`src/rtl/limb_pkg.sv`:
```
// Shared encodings for the limb fetch/decode/execute pipeline: ALU opcodes,
// condition codes, bus transfer types and instruction field positions.
package limb_pkg;

  typedef enum logic [3:0] {
    OP_AND, OP_EOR, OP_SUB, OP_RSB, OP_ADD, OP_ADC, OP_SBC, OP_RSC,
    OP_TST, OP_TEQ, OP_CMP, OP_CMN, OP_ORR, OP_MOV, OP_BIC, OP_MVN
  } alu_op_e;

  typedef enum logic [3:0] {
    COND_EQ, COND_NE, COND_CS, COND_CC, COND_MI, COND_PL, COND_VS, COND_VC,
    COND_HI, COND_LS, COND_GE, COND_LT, COND_GT, COND_LE, COND_AL, COND_NV
  } cond_e;

  typedef enum logic [1:0] {
    TRANS_IDLE = 2'b00,
    TRANS_NSEQ = 2'b10,
    TRANS_SEQ  = 2'b11
  } trans_e;

  typedef enum logic [1:0] {SH_LSL, SH_LSR, SH_ASR, SH_ROR} shift_e;

  localparam int F_COND = 28;
  localparam int F_OPC  = 21;
  localparam int F_RN   = 16;
  localparam int F_RD   = 12;
  localparam int F_RS   = 8;
  localparam int F_RM   = 0;
  localparam int F_S    = 20;
  localparam int F_I    = 25;
  localparam int F_L    = 24;

  localparam int FLAG_N = 3;
  localparam int FLAG_Z = 2;
  localparam int FLAG_C = 1;
  localparam int FLAG_V = 0;

  localparam logic [3:0] LINK_REG = 4'd14;
  localparam logic [3:0] PC_REG   = 4'd15;

  function automatic logic cond_pass(input logic [3:0] cond, input logic [3:0] f);
    logic n, z, c, v;
    n = f[FLAG_N];
    z = f[FLAG_Z];
    c = f[FLAG_C];
    v = f[FLAG_V];
    case (cond_e'(cond))
      COND_EQ: return z;
      COND_NE: return !z;
      COND_CS: return c;
      COND_CC: return !c;
      COND_MI: return n;
      COND_PL: return !n;
      COND_VS: return v;
      COND_VC: return !v;
      COND_HI: return c && !z;
      COND_LS: return !c || z;
      COND_GE: return n == v;
      COND_LT: return n != v;
      COND_GT: return !z && (n == v);
      COND_LE: return z || (n != v);
      COND_AL: return 1'b1;
      default: return 1'b0;
    endcase
  endfunction

  function automatic logic is_test_op(input alu_op_e op);
    return op inside {OP_TST, OP_TEQ, OP_CMP, OP_CMN};
  endfunction

  function automatic logic [31:0] ror32(input logic [31:0] v, input logic [4:0] n);
    return (n == 5'd0) ? v : ((v >> n) | (v << (6'd32 - {1'b0, n})));
  endfunction

endpackage

```
`src/rtl/limb_alu.sv`:
```
// Combinational data-processing ALU: 32-bit wrapping adder plus logical ops,
// producing the result and the NZCV value an S-suffixed instruction would set.
module limb_alu
  import limb_pkg::*;
(
  input  alu_op_e     op,
  input  logic [31:0] a,
  input  logic [31:0] b,
  input  logic        c_in,
  input  logic        v_in,
  input  logic        sh_c,
  output logic [31:0] result,
  output logic [3:0]  nzcv
);

  logic [31:0] x, y, logic_res;
  logic        ci, arith;
  logic [32:0] sum;

  always_comb begin
    x         = a;
    y         = b;
    ci        = 1'b0;
    arith     = 1'b1;
    logic_res = 32'h0;
    case (op)
      OP_SUB, OP_CMP: begin y = ~b; ci = 1'b1; end
      OP_RSB:         begin x = b; y = ~a; ci = 1'b1; end
      OP_ADD, OP_CMN: ci = 1'b0;
      OP_ADC:         ci = c_in;
      OP_SBC:         begin y = ~b; ci = c_in; end
      OP_RSC:         begin x = b; y = ~a; ci = c_in; end
      default:        arith = 1'b0;
    endcase

    case (op)
      OP_AND, OP_TST: logic_res = a & b;
      OP_EOR, OP_TEQ: logic_res = a ^ b;
      OP_ORR:         logic_res = a | b;
      OP_MOV:         logic_res = b;
      OP_BIC:         logic_res = a & ~b;
      OP_MVN:         logic_res = ~b;
      default:        logic_res = 32'h0;
    endcase

    sum    = {1'b0, x} + {1'b0, y} + {32'h0, ci};
    result = arith ? sum[31:0] : logic_res;

    nzcv[FLAG_N] = result[31];
    nzcv[FLAG_Z] = (result == 32'h0);
    nzcv[FLAG_C] = arith ? sum[32] : sh_c;
    // Overflow: operands agree in sign but the result does not.
    nzcv[FLAG_V] = arith ? ((x[31] == y[31]) && (result[31] != x[31])) : v_in;
  end

endmodule

```
`src/rtl/limb_pipeline.sv`:
```
// Three-stage in-order fetch/decode/execute pipeline for the limb ARMv4-subset
// core; owns PC and NZCV, fetches over the ARM7-style bus, forwards results.
module limb_pipeline
  import limb_pkg::*;
#(
  parameter logic [31:0] RESET_PC = 32'h0
) (
  input  logic        clk,
  input  logic        rst,
  output logic [31:0] addr,
  input  logic [31:0] rdata,
  input  logic        data_valid,
  output logic        write,
  output logic [1:0]  trans,
  output logic [3:0]  rr1_idx,
  output logic [3:0]  rr2_idx,
  output logic [3:0]  rr3_idx,
  input  logic [31:0] rr1,
  input  logic [31:0] rr2,
  input  logic [31:0] rr3,
  output logic        wb_en,
  output logic [3:0]  wb_idx,
  output logic [31:0] wb_data,
  output logic [3:0]  flags
);

  trans_e      trans_q;
  logic [31:0] pc, f_addr;
  logic        f_valid;
  logic        d_valid;
  logic [31:0] d_instr, d_addr;
  logic        e_valid;
  logic [31:0] e_instr, e_addr, e_a, e_b, e_s;

  logic        d_is_mul;
  logic [31:0] op1, op2_reg, op3;

  logic        ex_wb_en, ex_flag_we, ex_redirect;
  logic [3:0]  ex_wb_idx, ex_flags;
  logic [31:0] ex_wb_data, ex_target;

  logic        e_pass, e_is_mul, e_is_dp, e_is_br, e_reg_shift;
  alu_op_e     e_op;
  logic [3:0]  e_rd;
  logic [4:0]  sh_amt;
  logic [31:0] shifter_out, sh_tmp, mul_res, br_target, alu_res;
  logic        sh_c;
  logic [3:0]  alu_nzcv;

  assign addr  = pc;
  assign write = 1'b0;
  // Idle only while reset is held, so the first cycle after release is NSEQ.
  assign trans = rst ? trans_q : TRANS_IDLE;

  // ---------------- decode ----------------
  assign d_is_mul = (d_instr[27:22] == 6'd0) && (d_instr[7:4] == 4'b1001);
  assign rr1_idx  = d_is_mul ? d_instr[F_RD +: 4] : d_instr[F_RN +: 4];
  assign rr2_idx  = d_instr[F_RM +: 4];
  assign rr3_idx  = d_instr[F_RS +: 4];

  function automatic logic [31:0] resolve(
    input logic [3:0]  idx,
    input logic [31:0] rf_val,
    input logic [31:0] pc8,
    input logic        ex_we,
    input logic [3:0]  ex_idx,
    input logic [31:0] ex_val,
    input logic        wbe,
    input logic [3:0]  wbi,
    input logic [31:0] wbv
  );
    if (idx == PC_REG)                 return pc8;
    else if (ex_we && (ex_idx == idx)) return ex_val;
    else if (wbe && (wbi == idx))      return wbv;
    else                               return rf_val;
  endfunction

  always_comb begin
    op1     = resolve(rr1_idx, rr1, d_addr + 32'd8, ex_wb_en, ex_wb_idx, ex_wb_data,
                      wb_en, wb_idx, wb_data);
    op2_reg = resolve(rr2_idx, rr2, d_addr + 32'd8, ex_wb_en, ex_wb_idx, ex_wb_data,
                      wb_en, wb_idx, wb_data);
    op3     = resolve(rr3_idx, rr3, d_addr + 32'd8, ex_wb_en, ex_wb_idx, ex_wb_data,
                      wb_en, wb_idx, wb_data);
  end

  // ---------------- execute ----------------
  assign e_pass      = e_valid && cond_pass(e_instr[F_COND +: 4], flags);
  assign e_is_mul    = (e_instr[27:22] == 6'd0) && (e_instr[7:4] == 4'b1001);
  assign e_is_dp     = (e_instr[27:26] == 2'b00) && !e_is_mul;
  assign e_is_br     = (e_instr[27:25] == 3'b101);
  assign e_reg_shift = !e_instr[F_I] && e_instr[4];
  assign e_op        = alu_op_e'(e_instr[F_OPC +: 4]);
  assign e_rd        = e_instr[F_RD +: 4];
  assign sh_amt      = e_instr[11:7];
  assign sh_tmp      = e_b >> (sh_amt - 5'd1);
  assign mul_res     = (e_b * e_s) + (e_instr[21] ? e_a : 32'h0);
  assign br_target   = e_addr + 32'd8 + {{6{e_instr[23]}}, e_instr[23:0], 2'b00};

  always_comb begin
    shifter_out = e_b;
    sh_c        = flags[FLAG_C];
    if (e_instr[F_I]) begin
      shifter_out = ror32({24'h0, e_instr[7:0]}, {e_instr[11:8], 1'b0});
      sh_c        = (e_instr[11:8] == 4'd0) ? flags[FLAG_C] : shifter_out[31];
    end else begin
      // Zero amounts encode LSR/ASR #32 and RRX.
      case (shift_e'(e_instr[6:5]))
        SH_LSL: begin
          shifter_out = e_b << sh_amt;
          sh_c = (sh_amt == 5'd0) ? flags[FLAG_C] : e_b[6'd32 - {1'b0, sh_amt}];
        end
        SH_LSR: begin
          shifter_out = (sh_amt == 5'd0) ? 32'h0 : (e_b >> sh_amt);
          sh_c        = (sh_amt == 5'd0) ? e_b[31] : sh_tmp[0];
        end
        SH_ASR: begin
          shifter_out = (sh_amt == 5'd0) ? {32{e_b[31]}} : 32'($signed(e_b) >>> sh_amt);
          sh_c        = (sh_amt == 5'd0) ? e_b[31] : sh_tmp[0];
        end
        default: begin
          shifter_out = (sh_amt == 5'd0) ? {flags[FLAG_C], e_b[31:1]} : ror32(e_b, sh_amt);
          sh_c        = (sh_amt == 5'd0) ? e_b[0] : sh_tmp[0];
        end
      endcase
    end
  end

  limb_alu u_alu (
    .op     (e_op),
    .a      (e_a),
    .b      (shifter_out),
    .c_in   (flags[FLAG_C]),
    .v_in   (flags[FLAG_V]),
    .sh_c   (sh_c),
    .result (alu_res),
    .nzcv   (alu_nzcv)
  );

  always_comb begin
    ex_wb_en    = 1'b0;
    ex_wb_idx   = 4'd0;
    ex_wb_data  = 32'h0;
    ex_flag_we  = 1'b0;
    ex_flags    = flags;
    ex_redirect = 1'b0;
    ex_target   = br_target;
    if (e_pass) begin
      if (e_is_br) begin
        ex_redirect = 1'b1;
        if (e_instr[F_L]) begin
          ex_wb_en   = 1'b1;
          ex_wb_idx  = LINK_REG;
          ex_wb_data = e_addr + 32'd4;
        end
      end else if (e_is_mul) begin
        ex_wb_idx  = e_instr[F_RN +: 4];
        ex_wb_data = mul_res;
        ex_wb_en   = (ex_wb_idx != PC_REG);
        ex_flag_we = e_instr[F_S];
        ex_flags   = {mul_res[31], mul_res == 32'h0, flags[FLAG_C], flags[FLAG_V]};
      end else if (e_is_dp && !e_reg_shift) begin
        if ((e_rd == PC_REG) && !is_test_op(e_op)) begin
          ex_redirect = 1'b1;
          ex_target   = alu_res;
        end else begin
          ex_wb_en   = !is_test_op(e_op);
          ex_wb_idx  = e_rd;
          ex_wb_data = alu_res;
          ex_flag_we = e_instr[F_S];
          ex_flags   = alu_nzcv;
        end
      end
    end
  end

  // ---------------- pipeline registers ----------------
  always_ff @(posedge clk or negedge rst) begin
    if (!rst) begin
      pc      <= RESET_PC;
      trans_q <= TRANS_NSEQ;
      f_valid <= 1'b0;
      f_addr  <= 32'h0;
      d_valid <= 1'b0;
      d_instr <= 32'h0;
      d_addr  <= 32'h0;
      e_valid <= 1'b0;
      e_instr <= 32'h0;
      e_addr  <= 32'h0;
      e_a     <= 32'h0;
      e_b     <= 32'h0;
      e_s     <= 32'h0;
      wb_en   <= 1'b0;
      wb_idx  <= 4'd0;
      wb_data <= 32'h0;
      flags   <= 4'h0;
    end else begin
      f_addr  <= pc;
      e_instr <= d_instr;
      e_addr  <= d_addr;
      e_a     <= op1;
      e_b     <= op2_reg;
      e_s     <= op3;
      if (f_valid && data_valid) begin
        d_instr <= rdata;
        d_addr  <= f_addr;
      end
      // A redirect also drops the response to the fetch issued this cycle.
      if (ex_redirect) begin
        pc      <= ex_target;
        trans_q <= TRANS_NSEQ;
        f_valid <= 1'b0;
        d_valid <= 1'b0;
        e_valid <= 1'b0;
      end else begin
        pc      <= pc + 32'd4;
        trans_q <= TRANS_SEQ;
        f_valid <= 1'b1;
        d_valid <= f_valid && data_valid;
        e_valid <= d_valid;
      end
      wb_en <= ex_wb_en;
      if (ex_wb_en) begin
        wb_idx  <= ex_wb_idx;
        wb_data <= ex_wb_data;
      end
      if (ex_flag_we) flags <= ex_flags;
    end
  end

endmodule

```
`config.mk`:
```
export PLATFORM = sky130hd
export DESIGN_NAME = limb_pipeline
export DESIGN_NICKNAME = d
export VERILOG_FILES = /design/src/rtl/limb_pkg.sv /design/src/rtl/limb_alu.sv /design/src/rtl/limb_pipeline.sv
export SDC_FILE = /design/constraint.sdc
export NUM_CORES = 2
export LEC_CHECK = 0
export CORE_ASPECT_RATIO = 0.8
export CORE_UTILIZATION = 45
export DETAILED_ROUTE_END_ITERATION = 8
export SLEW_MARGIN = 20
export SYNTH_ARGS = -nofsm -noshare
export SYNTH_HDL_FRONTEND = slang
export SYNTH_SLANG_ARGS = --single-unit
```
`constraint.sdc`:
```
create_clock -name clk -period 8 [get_ports clk]
set_clock_uncertainty 0.2 [all_clocks]
set_input_delay 1.6 -clock clk [delete_from_list [all_inputs] [get_ports clk]]
set_output_delay 1.6 -clock clk [all_outputs]
set_load 0.1 [all_outputs]
```
==> results.toml <==
[run_status]
status = "complete, but fails checks"
violations = "design-rule violations, negative setup slack"

[placed_design]
dpl_worst_slack_ps = -260
dp_hpwl_um = 204000
placed_area_sq_um = 56900
gp_congestion = 1.12
io_buffers = 217

[final_layout]
multi_input_area_sq_um = 37600
final_area_sq_um = 59900
regArea_sq_um = 8350
area_growth_pct = 22.7
layout-drive-gt1-share_pct = 22.0
fillCellCount = 9789
final_cell_mix = "buf_4 (678), nand2_1 (599), inv_1 (549)"
nNetsFinal = 7057
final_common_cell = "buf_4"

[yosys]
yosys.area.top_type = "fa_1"
syn_inst = 5625
synth_seq_area_share_pct = 17.0
synth_seq_cells = 332
synthFlopType = "dfrtp_1"
synth_top_cell_area_share_pct = 18.1
syn_nets = 6453
avgSynthCellArea_sq_um = 8.68
synth_edf_count = 0
ys_top_cells_by_area = "fa_1 (18%), dfrtp_1 (17%), ha_1 (6.6%)"
yosys_warnings = 0
async_flop_share_pct = 100
synth_area_sq_um = 48800
synth.distinct_cells = 103

[critical_path]
path_delay_family = "compound AO/OA/AOI/OAI gates"
crit_path_start_kind = "flop"
path_max_fanout = 3
crit_buf_inv = 6
critPathSlowestCell = "a211oi_1"
required_ps = 8320
cpPeakStageDelay_ps = 740
crit_type = "reg -> reg"
cp.arrival_ps = 8420
end_kind = "flop"

[clock_tree]
cts_tree = "built"
cts_made_buffers = 38
clockBufferDepth = 3
cts.htree.levels = 2
cts_root_buf = "clkbuf_16"
clk_pin_slew_ps = 60
hold_buffers = 0
clkLatencyLatePin_ps = 630
cts_sinks = 332

[drt]
ant_nets = 0
vias = 49500
drt_iter0_markers = 7277
routed_wl_um = 254000
drc_errors = 28
routedWlPerCell_um = 33.0
drt-pass1-iter-count = 9
via_per_inst = 6.43

[sta]
min_period_ps = 8100
relSlewSlack_pct = 10.5
fin_hold_ws_ps = 170
final.setup.worst_slack_ps = -103
hold_viol = 0
rsz0062_at_grt = "yes"
fmax_ghz = 0.123
tightest_slew_ps = 1340
slew_viol_final = 0
period_share_pct = 101
setup_violations = 11

[global_route]
grt_start_max_net_pins = 97
grt.overflow.total = 0
track_usage_pct = 45.1
antenna_found_initial = 33
grt_pass1_vias = 46200
grt_pass1_wl_um = 350000

[die]
die_area_sq_um = 110000
ios = 219
start_util_pct = 45.6
core-area_sq_um = 107000
die_w_um = 370
die_y_um = 297
rows = 107

[run]
cap_violations = 0

[hold_path]
worst_hold_path_type = "reg -> reg"
## through the flow
step                      cells  util [%]  TNS, ps
after floorplan            5625         -        0
after global placement     7554      53.2    -3310
after detailed placement   7554      53.2    -5100
after CTS                  7638      54.7    -47.2
after global routing       7675      55.9    -5800
final                      7689      56.0     -583
## metal layers
metal | GRT usage, % | vias up | wire (um)
met1 | 64.1 | 24900 | 105000
li1 | - | 20400 | -
met2 | 58.2 | 3533 | 96000
met5 | 0 | - | 537
met3 | 22.4 | 615 | 41100
met4 | 14.5 | 28 | 10700
## registers in the layout, summed over array words and instances (netlist names)
name,cells
addr,32
d_addr,32
d_instr,32
e_a,32
e_addr,32
e_b,32
e_instr,32
e_s,32
f_addr,32
wb_data,32
flags,4
wb_idx,4
d_valid,1
e_valid,1
f_valid,1
wb_en,1
## cell type report
class | count | share of cell area, %
inverter | 594 | 3.74
multi-input combinational | 4281 | 62.8
clock buffer | 52 | 1.74
antenna | 17 | 0.0710
sequential | 332 | 13.9
tap | 1417 | 2.96
clock inverter | 14 | 0.353
timing repair buffer | 982 | 14.4
## synth_stat cells (55+ instances only)
cell type    n
xor2_1      99
mux2i_1    246
xnor2_1    142
nor2_1     318
and2_1     346
dfrtp_1    332
o21ai_0    339
clkbuf_1   317
nand3_1     92
inv_1      587
fa_1       441
nor3_1      55
a21oi_1    254
nand2_1    606
ha_1       256
mux4_2     111
mux2_2     143
## cells by family after synthesis
group / count (synthesis) / share of synthesized area, %
buffers and inverters: 1012 / 8.26
AO/OA/AOI/OAI: 1165 / 15.6
other: 1 / 0.00768
XOR/XNOR: 244 / 4.45
AND/OR/NAND/NOR: 1669 / 16.5
adder cells (fa/ha/maj): 697 / 24.7
flip-flops: 332 / 17.0
multiplexers: 505 / 13.6
## repair_timing
action,4_1_cts,5_1_grt
setup buffers,19,33
gates cloned,0,1
gates resized for setup,60,258
pin swaps,50,152
endpoints found under the setup margin,47,69
## worst paths after layout
kind	cells after the start	slack [ps]	start	endpoint
min reg2reg	0	170	d_instr[30]	e_instr[30]
max in group asynchronous	4	3870	rst	e_b[1]
max	29	-100	e_instr[7]	flags[2]
min in group asynchronous	1	820	rst	d_instr[26]
max reg2reg	29	-100	e_instr[7]	flags[2]
min	0	170	d_instr[30]	e_instr[30]
Power is left out: the tool's default activity adds up to more than one toggle a clock period on the data nets, which glitch-free logic cannot reach.
